File: src/rtl/clock_time_keeper.sv
// clock_time_keeper
//   Time-of-day core for the VGA clock. Divides regular_clk down to a 1 Hz
//   tick and keeps 24-hour time in BCD. It also applies the set/clear
//   commands that come from the debounced buttons.
//
// Ports
//   regular_clk      system clock (CLK_HZ cycles per second)
//   reset            asynchronous, active-high reset
//   hour_btn         hour-set pulse: advances hours by one, 23 -> 00
//   min_btn          minute-set pulse: advances minutes by one, no carry out
//   sec_btn          seconds-clear pulse: seconds and prescaler go to 0
//   hours_tens/units BCD hours 00..23
//   min_tens/units   BCD minutes 00..59
//   sec_tens/units   BCD seconds 00..59
//   sec_tick         one-cycle strobe, high in the cycle the new seconds value appears
module clock_time_keeper #(
    parameter int CLK_HZ = 25_000_000
) (
    input  logic       regular_clk,
    input  logic       reset,
    input  logic       hour_btn,
    input  logic       min_btn,
    input  logic       sec_btn,
    output logic [1:0] hours_tens,
    output logic [3:0] hours_units,
    output logic [2:0] min_tens,
    output logic [3:0] min_units,
    output logic [2:0] sec_tens,
    output logic [3:0] sec_units,
    output logic       sec_tick
);
    localparam int            PW     = $clog2(CLK_HZ);
    localparam logic [PW-1:0] PRE_TC = PW'(CLK_HZ - 1);

    // Button order inside the vectors: [2]=hour, [1]=min, [0]=sec.
    logic [2:0]    btn_q;
    logic [2:0]    ev_q, ev_d;
    logic [PW-1:0] pre_q, pre_d;
    logic [1:0]    hr_t_q, hr_t_d;
    logic [3:0]    hr_u_q, hr_u_d;
    logic [2:0]    mn_t_q, mn_t_d;
    logic [3:0]    mn_u_q, mn_u_d;
    logic [2:0]    sc_t_q, sc_t_d;
    logic [3:0]    sc_u_q, sc_u_d;
    logic          tick_q, tick_d;

    logic tick, sec_carry, min_carry;
    logic hour_ev, min_ev, sec_ev;

    // The rising-edge event is registered before it is used. This gives the
    // two-cycle button-to-field latency, and it keeps every output a
    // register away from the inputs.
    assign ev_d    = {hour_btn, min_btn, sec_btn} & ~btn_q;
    assign hour_ev = ev_q[2];
    assign min_ev  = ev_q[1];
    assign sec_ev  = ev_q[0];
    assign tick    = (pre_q == PRE_TC);

    always_comb begin
        pre_d     = tick ? '0 : pre_q + 1'b1;
        sc_t_d    = sc_t_q;
        sc_u_d    = sc_u_q;
        mn_t_d    = mn_t_q;
        mn_u_d    = mn_u_q;
        hr_t_d    = hr_t_q;
        hr_u_d    = hr_u_q;
        sec_carry = 1'b0;
        min_carry = 1'b0;

        // Seconds: a clear beats the tick and swallows its carry.
        if (sec_ev) begin
            pre_d  = '0;
            sc_t_d = '0;
            sc_u_d = '0;
        end else if (tick) begin
            if (sc_u_q == 4'd9) begin
                sc_u_d = '0;
                if (sc_t_q == 3'd5) begin
                    sc_t_d    = '0;
                    sec_carry = 1'b1;
                end else begin
                    sc_t_d = sc_t_q + 1'b1;
                end
            end else begin
                sc_u_d = sc_u_q + 1'b1;
            end
        end

        // Minutes: a set and a carry together still give a single step. A set
        // never carries into hours.
        if (min_ev || sec_carry) begin
            if (mn_u_q == 4'd9) begin
                mn_u_d = '0;
                if (mn_t_q == 3'd5) begin
                    mn_t_d    = '0;
                    min_carry = ~min_ev;
                end else begin
                    mn_t_d = mn_t_q + 1'b1;
                end
            end else begin
                mn_u_d = mn_u_q + 1'b1;
            end
        end

        // Hours: a set and a carry together still give a single step.
        if (hour_ev || min_carry) begin
            if (hr_t_q == 2'd2 && hr_u_q == 4'd3) begin
                hr_t_d = '0;
                hr_u_d = '0;
            end else if (hr_u_q == 4'd9) begin
                hr_u_d = '0;
                hr_t_d = hr_t_q + 1'b1;
            end else begin
                hr_u_d = hr_u_q + 1'b1;
            end
        end
    end

    assign tick_d = tick & ~sec_ev;

    always_ff @(posedge regular_clk or posedge reset) begin
        if (reset) begin
            btn_q  <= '0;
            ev_q   <= '0;
            pre_q  <= '0;
            sc_t_q <= '0;
            sc_u_q <= '0;
            mn_t_q <= '0;
            mn_u_q <= '0;
            hr_t_q <= '0;
            hr_u_q <= '0;
            tick_q <= 1'b0;
        end else begin
            btn_q  <= {hour_btn, min_btn, sec_btn};
            ev_q   <= ev_d;
            pre_q  <= pre_d;
            sc_t_q <= sc_t_d;
            sc_u_q <= sc_u_d;
            mn_t_q <= mn_t_d;
            mn_u_q <= mn_u_d;
            hr_t_q <= hr_t_d;
            hr_u_q <= hr_u_d;
            tick_q <= tick_d;
        end
    end

    assign hours_tens  = hr_t_q;
    assign hours_units = hr_u_q;
    assign min_tens    = mn_t_q;
    assign min_units   = mn_u_q;
    assign sec_tens    = sc_t_q;
    assign sec_units   = sc_u_q;
    assign sec_tick    = tick_q;
endmodule

File: config.mk
export PLATFORM = sky130hd
export DESIGN_NAME = clock_time_keeper
export DESIGN_NICKNAME = d
export VERILOG_FILES = /design/src/rtl/clock_time_keeper.sv
export SDC_FILE = /design/constraint.sdc
export NUM_CORES = 1
export LEC_CHECK = 0
export ABC_AREA = 1
export CORE_MARGIN = 3
export CORE_UTILIZATION = 45
export DETAILED_ROUTE_END_ITERATION = 10
export GPL_TIMING_DRIVEN = 0
export PLACE_DENSITY = 0.72
export SLEW_MARGIN = 10
export SYNTH_ARGS = -nofsm -noshare
export SYNTH_HDL_FRONTEND = slang
export SYNTH_SLANG_ARGS = --single-unit
File: constraint.sdc
create_clock -name regular_clk -period 2.31 [get_ports regular_clk]
set_input_delay 0.462 -clock regular_clk [delete_from_list [all_inputs] [get_ports regular_clk]]
set_output_delay 0.462 -clock regular_clk [all_outputs]
set_load 0.02 [all_outputs]
* Word-level counts from Yosys, hierarchy flattened
Index checks and enable logic that the tools add are counted.
** Storage, ports and cells
- Bits in registers :: 52
- Output and inout port bits :: 21
** Operators by class
- $add $sub $neg :: 7
- Eq/ne operators :: 8
- Mux-type cells :: 22
- Bitwise operators :: 5
- Reduce and logical (&&, ||, !) cells :: 9
** Operators with widths (number)
- two-way mux 25 bit :: 2
- adder 25 x 1 -> 25 bit, second input constant :: 1
- == test 25 bit, second input constant :: 1
- two-way mux 4 bit :: 6
- two-way mux 3 bit :: 5
- adder 4 x 1 -> 4 bit, second input constant :: 3
- == test 4 bit, second input constant :: 3
- two-way mux 1 bit :: 7
- adder 3 x 1 -> 3 bit, second input constant :: 2
- == test 3 bit, second input constant :: 2
- AND reduction 2 bit :: 3
- nonzero test 2 bit :: 3
- == test 4 x 2 -> 1 bit, second input constant :: 1
- two-way mux 2 bit :: 2
- AND 3 bit :: 1
- inverter 3 bit :: 1
- adder 2 x 1 -> 2 bit, second input constant :: 1
- == test 2 bit, second input constant :: 1
- logical OR 1 bit :: 2
- inverter 1 bit :: 2
- AND 1 bit :: 1
- logical AND 1 bit :: 1

* Longest topological paths before layout
- Depth after elaboration :: 9
- Mapped depth :: 12
- Depth with buffers taken out :: 12

* Worst setup path after synthesis
OpenSTA, ideal clock, no wires.
- Kind :: register to register
- Start :: register pre_q[0]
- End :: register hr_t_q[1], in the netlist hours_tens[1]
- Clock period less this slack :: 1.599 ns
- Setup time :: 0.118 ns
- Cell stages (with the launch flop) :: 13
- Buffers on the path :: 0
- Setup slack :: 0.711 ns
- Required time :: 2.192 ns
- Arrival :: 1.481 ns
- Cells stage by stage :: dfrtp_1 ha_1 nand2_1 nor2_4 nand2_2 nor2_4 nand4_2 nand2_4 nand2_4 nand2_8 nand2_2 nand2_1 nand2_1
** On the way
- Cells in the longest elaborated chain, start to end :: 7
** RTL lines
- from (decl) :: RTL line 38 : logic [PW-1:0] pre_q, pre_d;
- from (signal assigned) :: RTL line 136 : pre_q <= pre_d;
- == test 25 bit :: RTL line 57 : assign tick = (pre_q == PRE_TC);
- two-way mux 1 bit :: RTL line 75 : end else if (tick) begin
- two-way mux 1 bit :: RTL line 71 : if (sec_ev) begin
- logical OR 1 bit :: RTL line 91 : if (min_ev || sec_carry) begin
- two-way mux 1 bit :: RTL line 91
- logical OR 1 bit :: RTL line 106 : if (hour_ev || min_carry) begin
- AND reduction 2 bit (no source line)
- to (signal assigned) :: RTL line 141 : hr_t_q <= hr_t_d;
- to (decl) :: RTL line 39 : logic [1:0] hr_t_q, hr_t_d;
No other way between the ends.
A chain may end at the register's enable or synchronous reset.

* Worst setup path after layout
- Start :: register mn_u_q[0], in the netlist min_units[0]
- End :: output port min_units[0]
** RTL lines
- from (decl) :: RTL line 42 : logic [3:0] mn_u_q, mn_u_d;
- from (signal assigned) :: RTL line 140 : mn_u_q <= mn_u_d;
- to (decl) :: RTL line 27 : output logic [3:0] min_units,
No word-level cell between the ends.

==> flow_metrics.env <==
export IMPL_status="completed"
export IMPL_postSynthCellCount=339
export IMPL_initial_util_pct=48.4
export IMPL_p_total_w=0.00275
export IMPL_path_max_fanout=7
export IMPL_core_area_mm2=0.00571
export IMPL_min_path_type="reg2reg"
export IMPL_final_fill_count=527
export IMPL_initial_antenna_violation_count=0
export IMPL_tritoncts_num_buffers=5
export IMPL_clock_skew_final_ns=0.00941
export IMPL_cts_root_buffer="clkbuf_8"
export IMPL_die_area_mm2=0.00712
export IMPL_wire_per_inst_um=12.9
export IMPL_grt_most_used_layer="met2"
export IMPL_synthesis_area_per_instance_um2=8.15
export IMPL_grt_start_max_net_pins=38
export IMPL_layout_nets=382
export IMPL_hold_worst_slack_ns=0.394
export IMPL_synth_largest_area_cell="dfrtp_1"
export IMPL_yosys_cell_types_count=34
export IMPL_first_iter_violations=135
export IMPL_synthesis_area_mm2=0.00276
export IMPL_drtPass1Iterations=4
export IMPL_worst_slew_pin_slew_ns=0.374
export IMPL_yosys_cell_count_top_type="nand2_1"
export IMPL_critPathSlowestCell="clkdlybuf4s50_1"
export IMPL_powerDensity_mw_per_mm2=838
export IMPL_rsz0062_at_grt="no"
export IMPL_synth_flop_cell="dfrtp_1"
export IMPL_post_detailed_route_via_to_cell_ratio=5.19
export IMPL_maxSlewHeadroom_pct=74.8
export IMPL_clk_pin_slew_worst_paths_ns=0.10
export IMPL_post_route_min_period_ns=1.88
export IMPL_proportion_of_layout_cells_with_a_drive_suffix_above_1_pct=10.5
export IMPL_global_route_overflow_total=0
export IMPL_asyncSetResetFlopFracSynth_pct=100
export IMPL_cells_along_the_critical_path="clkdlybuf4s50_1"
export IMPL_postRouteWirelength_um=5730
export IMPL_flop_and_latch_count_out_of_synthesis=52
export IMPL_final_routed_drc_violation_total=0
export IMPL_synth_yosys_warnings=0
export IMPL_global_route_usage_total_pct=17.1
export IMPL_cp_data_arrival_time_ns=1.42
export IMPL_met3_track_demand_over_resource_pct=3.14
export IMPL_fin_crit_sh_pct=81.4
export IMPL_groute_layer_met1_usage_pct=22.7
export IMPL_cp_start_kind="flip-flop"
export IMPL_fp_dieH_um=84.4
export IMPL_number_of_enable_flip_flop_cells_after_synthesis=0
export IMPL_antenna_diode_count=0
export IMPL_areaGrowthSynthToFinish_pct=18.8
export IMPL_clock_path_buffers=2
export IMPL_cts_repair_resized=0
export IMPL_timing_critical_path_required_ns=1.85
export IMPL_syn_nets=349
export IMPL_ioPinCount=26
export IMPL_htree_num_levels=2
export IMPL_grt_first_pass_wirelength_um=9930
export IMPL_leakage_nw=1.45
export IMPL_hold_buffers=0
export IMPL_use_met2_pct=27.7
export IMPL_ir_worst_vdd_mv=0.650
export IMPL_seq_area_frac_synth_pct=47.1
export IMPL_post_synth_top_area_fraction_pct=47.1
export IMPL_die_w_um=84.4
export IMPL_cap_violations=0
export IMPL_timing_final_setup_violations=0
export IMPL_detailedPlacementHpwl_um=4320
export IMPL_worst_path_dominant_cell_family="buffers and inverters"
export IMPL_hold_viol=0
export IMPL_path_buf_inv=1
export IMPL_tritoncts="yes"
export IMPL_worst_setup_path_end_kind="primary output"
export IMPL_via_count_of_the_first_global_routing_pass=2187
export IMPL_portBuffers=25
export IMPL_critical_path_class="reg2out"
export IMPL_max_clock_freq_ghz=0.532
export IMPL_fp_row_count=27
export IMPL_synthTopCellsByCount="55 x nand2_1, 52 x dfrtp_1, 52 x inv_1, 46 x nor2_1, 19 x nand3_1"
export IMPL_crit_path_max_incr_delay_ns=0.64
export IMPL_clock_sink_count=52
export IMPL_latest_clock_arrival_within_the_worst_skew_pair_ns=0.31
export IMPL_ys_top_cells_by_area="dfrtp_1 47%, nand2_1 7.5%, inv_1 7.1%, nor2_1 6.3%, nand3_1 3.4%"
export IMPL_postCtsSetupRepairBufs=0
export IMPL_final_antenna_net_count=0
export IMPL_count_of_pins_over_their_slew_limit=0
export IMPL_finalWeightedCongestion=0.924
export IMPL_vias=2311
[through the flow]
step	TNS (ns)	cell area, µm²	instances	util (%)	setup slack (ns)
2_1_floorplan	0	2760	339	-	0.590
3_3_place_gp	-24.04	3100	436	54.4	-0.466
3_5_place_dp	0	3120	437	54.7	0.468
4_1_cts	0	3280	445	57.5	0.419
5_1_grt	0	3280	445	57.5	0.229
6_report	0	3280	445	57.5	0.429
[power breakdown]
group	internal (W)	total (W)	switching (W)
combinational	0.000315	0.000708	0.000392
sequential	0.00104	0.00119	0.000154
clock	0.000541	0.000850	0.000309
total	0.00189	0.00275	0.000855
[kinds of logic after synthesis]
kind of cell             share of synthesized area, %
XOR/XNOR                                         1.90
buffers and inverters                            7.93
AND/OR/NAND/NOR                                  30.9
adder cells (fa/ha/maj)                          2.26
AO/OA/AOI/OAI                                    9.87
flip-flops                                       47.1
[routing by layer]
layer,routed length (µm),vias up
met5,0,-
met4,93,0
met3,164,11
met2,2750,39
met1,2730,1087
li1,-,1174
[state kept, by name, indices dropped and copies added, names as in the netlist]
signal,flops
hours_units,4
sec_units,4
sec_tick,1
btn_q,3
min_units,4
min_tens,3
pre_q,25
sec_tens,3
ev_q,3
hours_tens,2
[final timing paths]
check	startpoint	endpoint	slack (ns)	cells after the start
worst max-delay path	min_units[0]	min_units[0]	0.43	1
worst min-delay path	btn_q[0]	ev_q[0]	0.39	1
worst max register to register	pre_q[0]	pre_q[24]	0.48	10
worst min register to register	btn_q[0]	ev_q[0]	0.39	1
max in group asynchronous	reset	pre_q[3]	1.36	3
min in group asynchronous	reset	pre_q[21]	0.43	2
[cells in the final DEF (no fill, tap or decap), types with 4 or more instances in the layout]
| cell | n |
|---|---|
| nand2_1 | 55 |
| dfrtp_1 | 52 |
| inv_1 | 51 |
| nor2_1 | 46 |
| clkdlybuf4s50_1 | 25 |
| nand3_1 | 19 |
| a21oi_1 | 16 |
| o21ai_0 | 14 |
| nand4_1 | 10 |
| nor3_1 | 10 |
| xor2_1 | 5 |
| o21ai_1 | 5 |
| nor2_2 | 5 |
| ha_1 | 5 |
| clkbuf_8 | 5 |
| inv_2 | 4 |
| nand2_2 | 4 |
| a31oi_1 | 4 |
[final cells by class]
class                      count  area (µm²)  share of cell area, %
timing repair buffer          26         270                   8.23
buffer                         2        12.5                  0.381
clock inverter                 3        90.1                   2.74
multi-input combinational    230        1240                   37.9
inverter                      55         206                   6.29
sequential                    52        1300                   39.6
tap                           72        90.1                   2.74
clock buffer                   5        68.8                   2.10
Note: power is estimated with default switching activity, not from simulation.
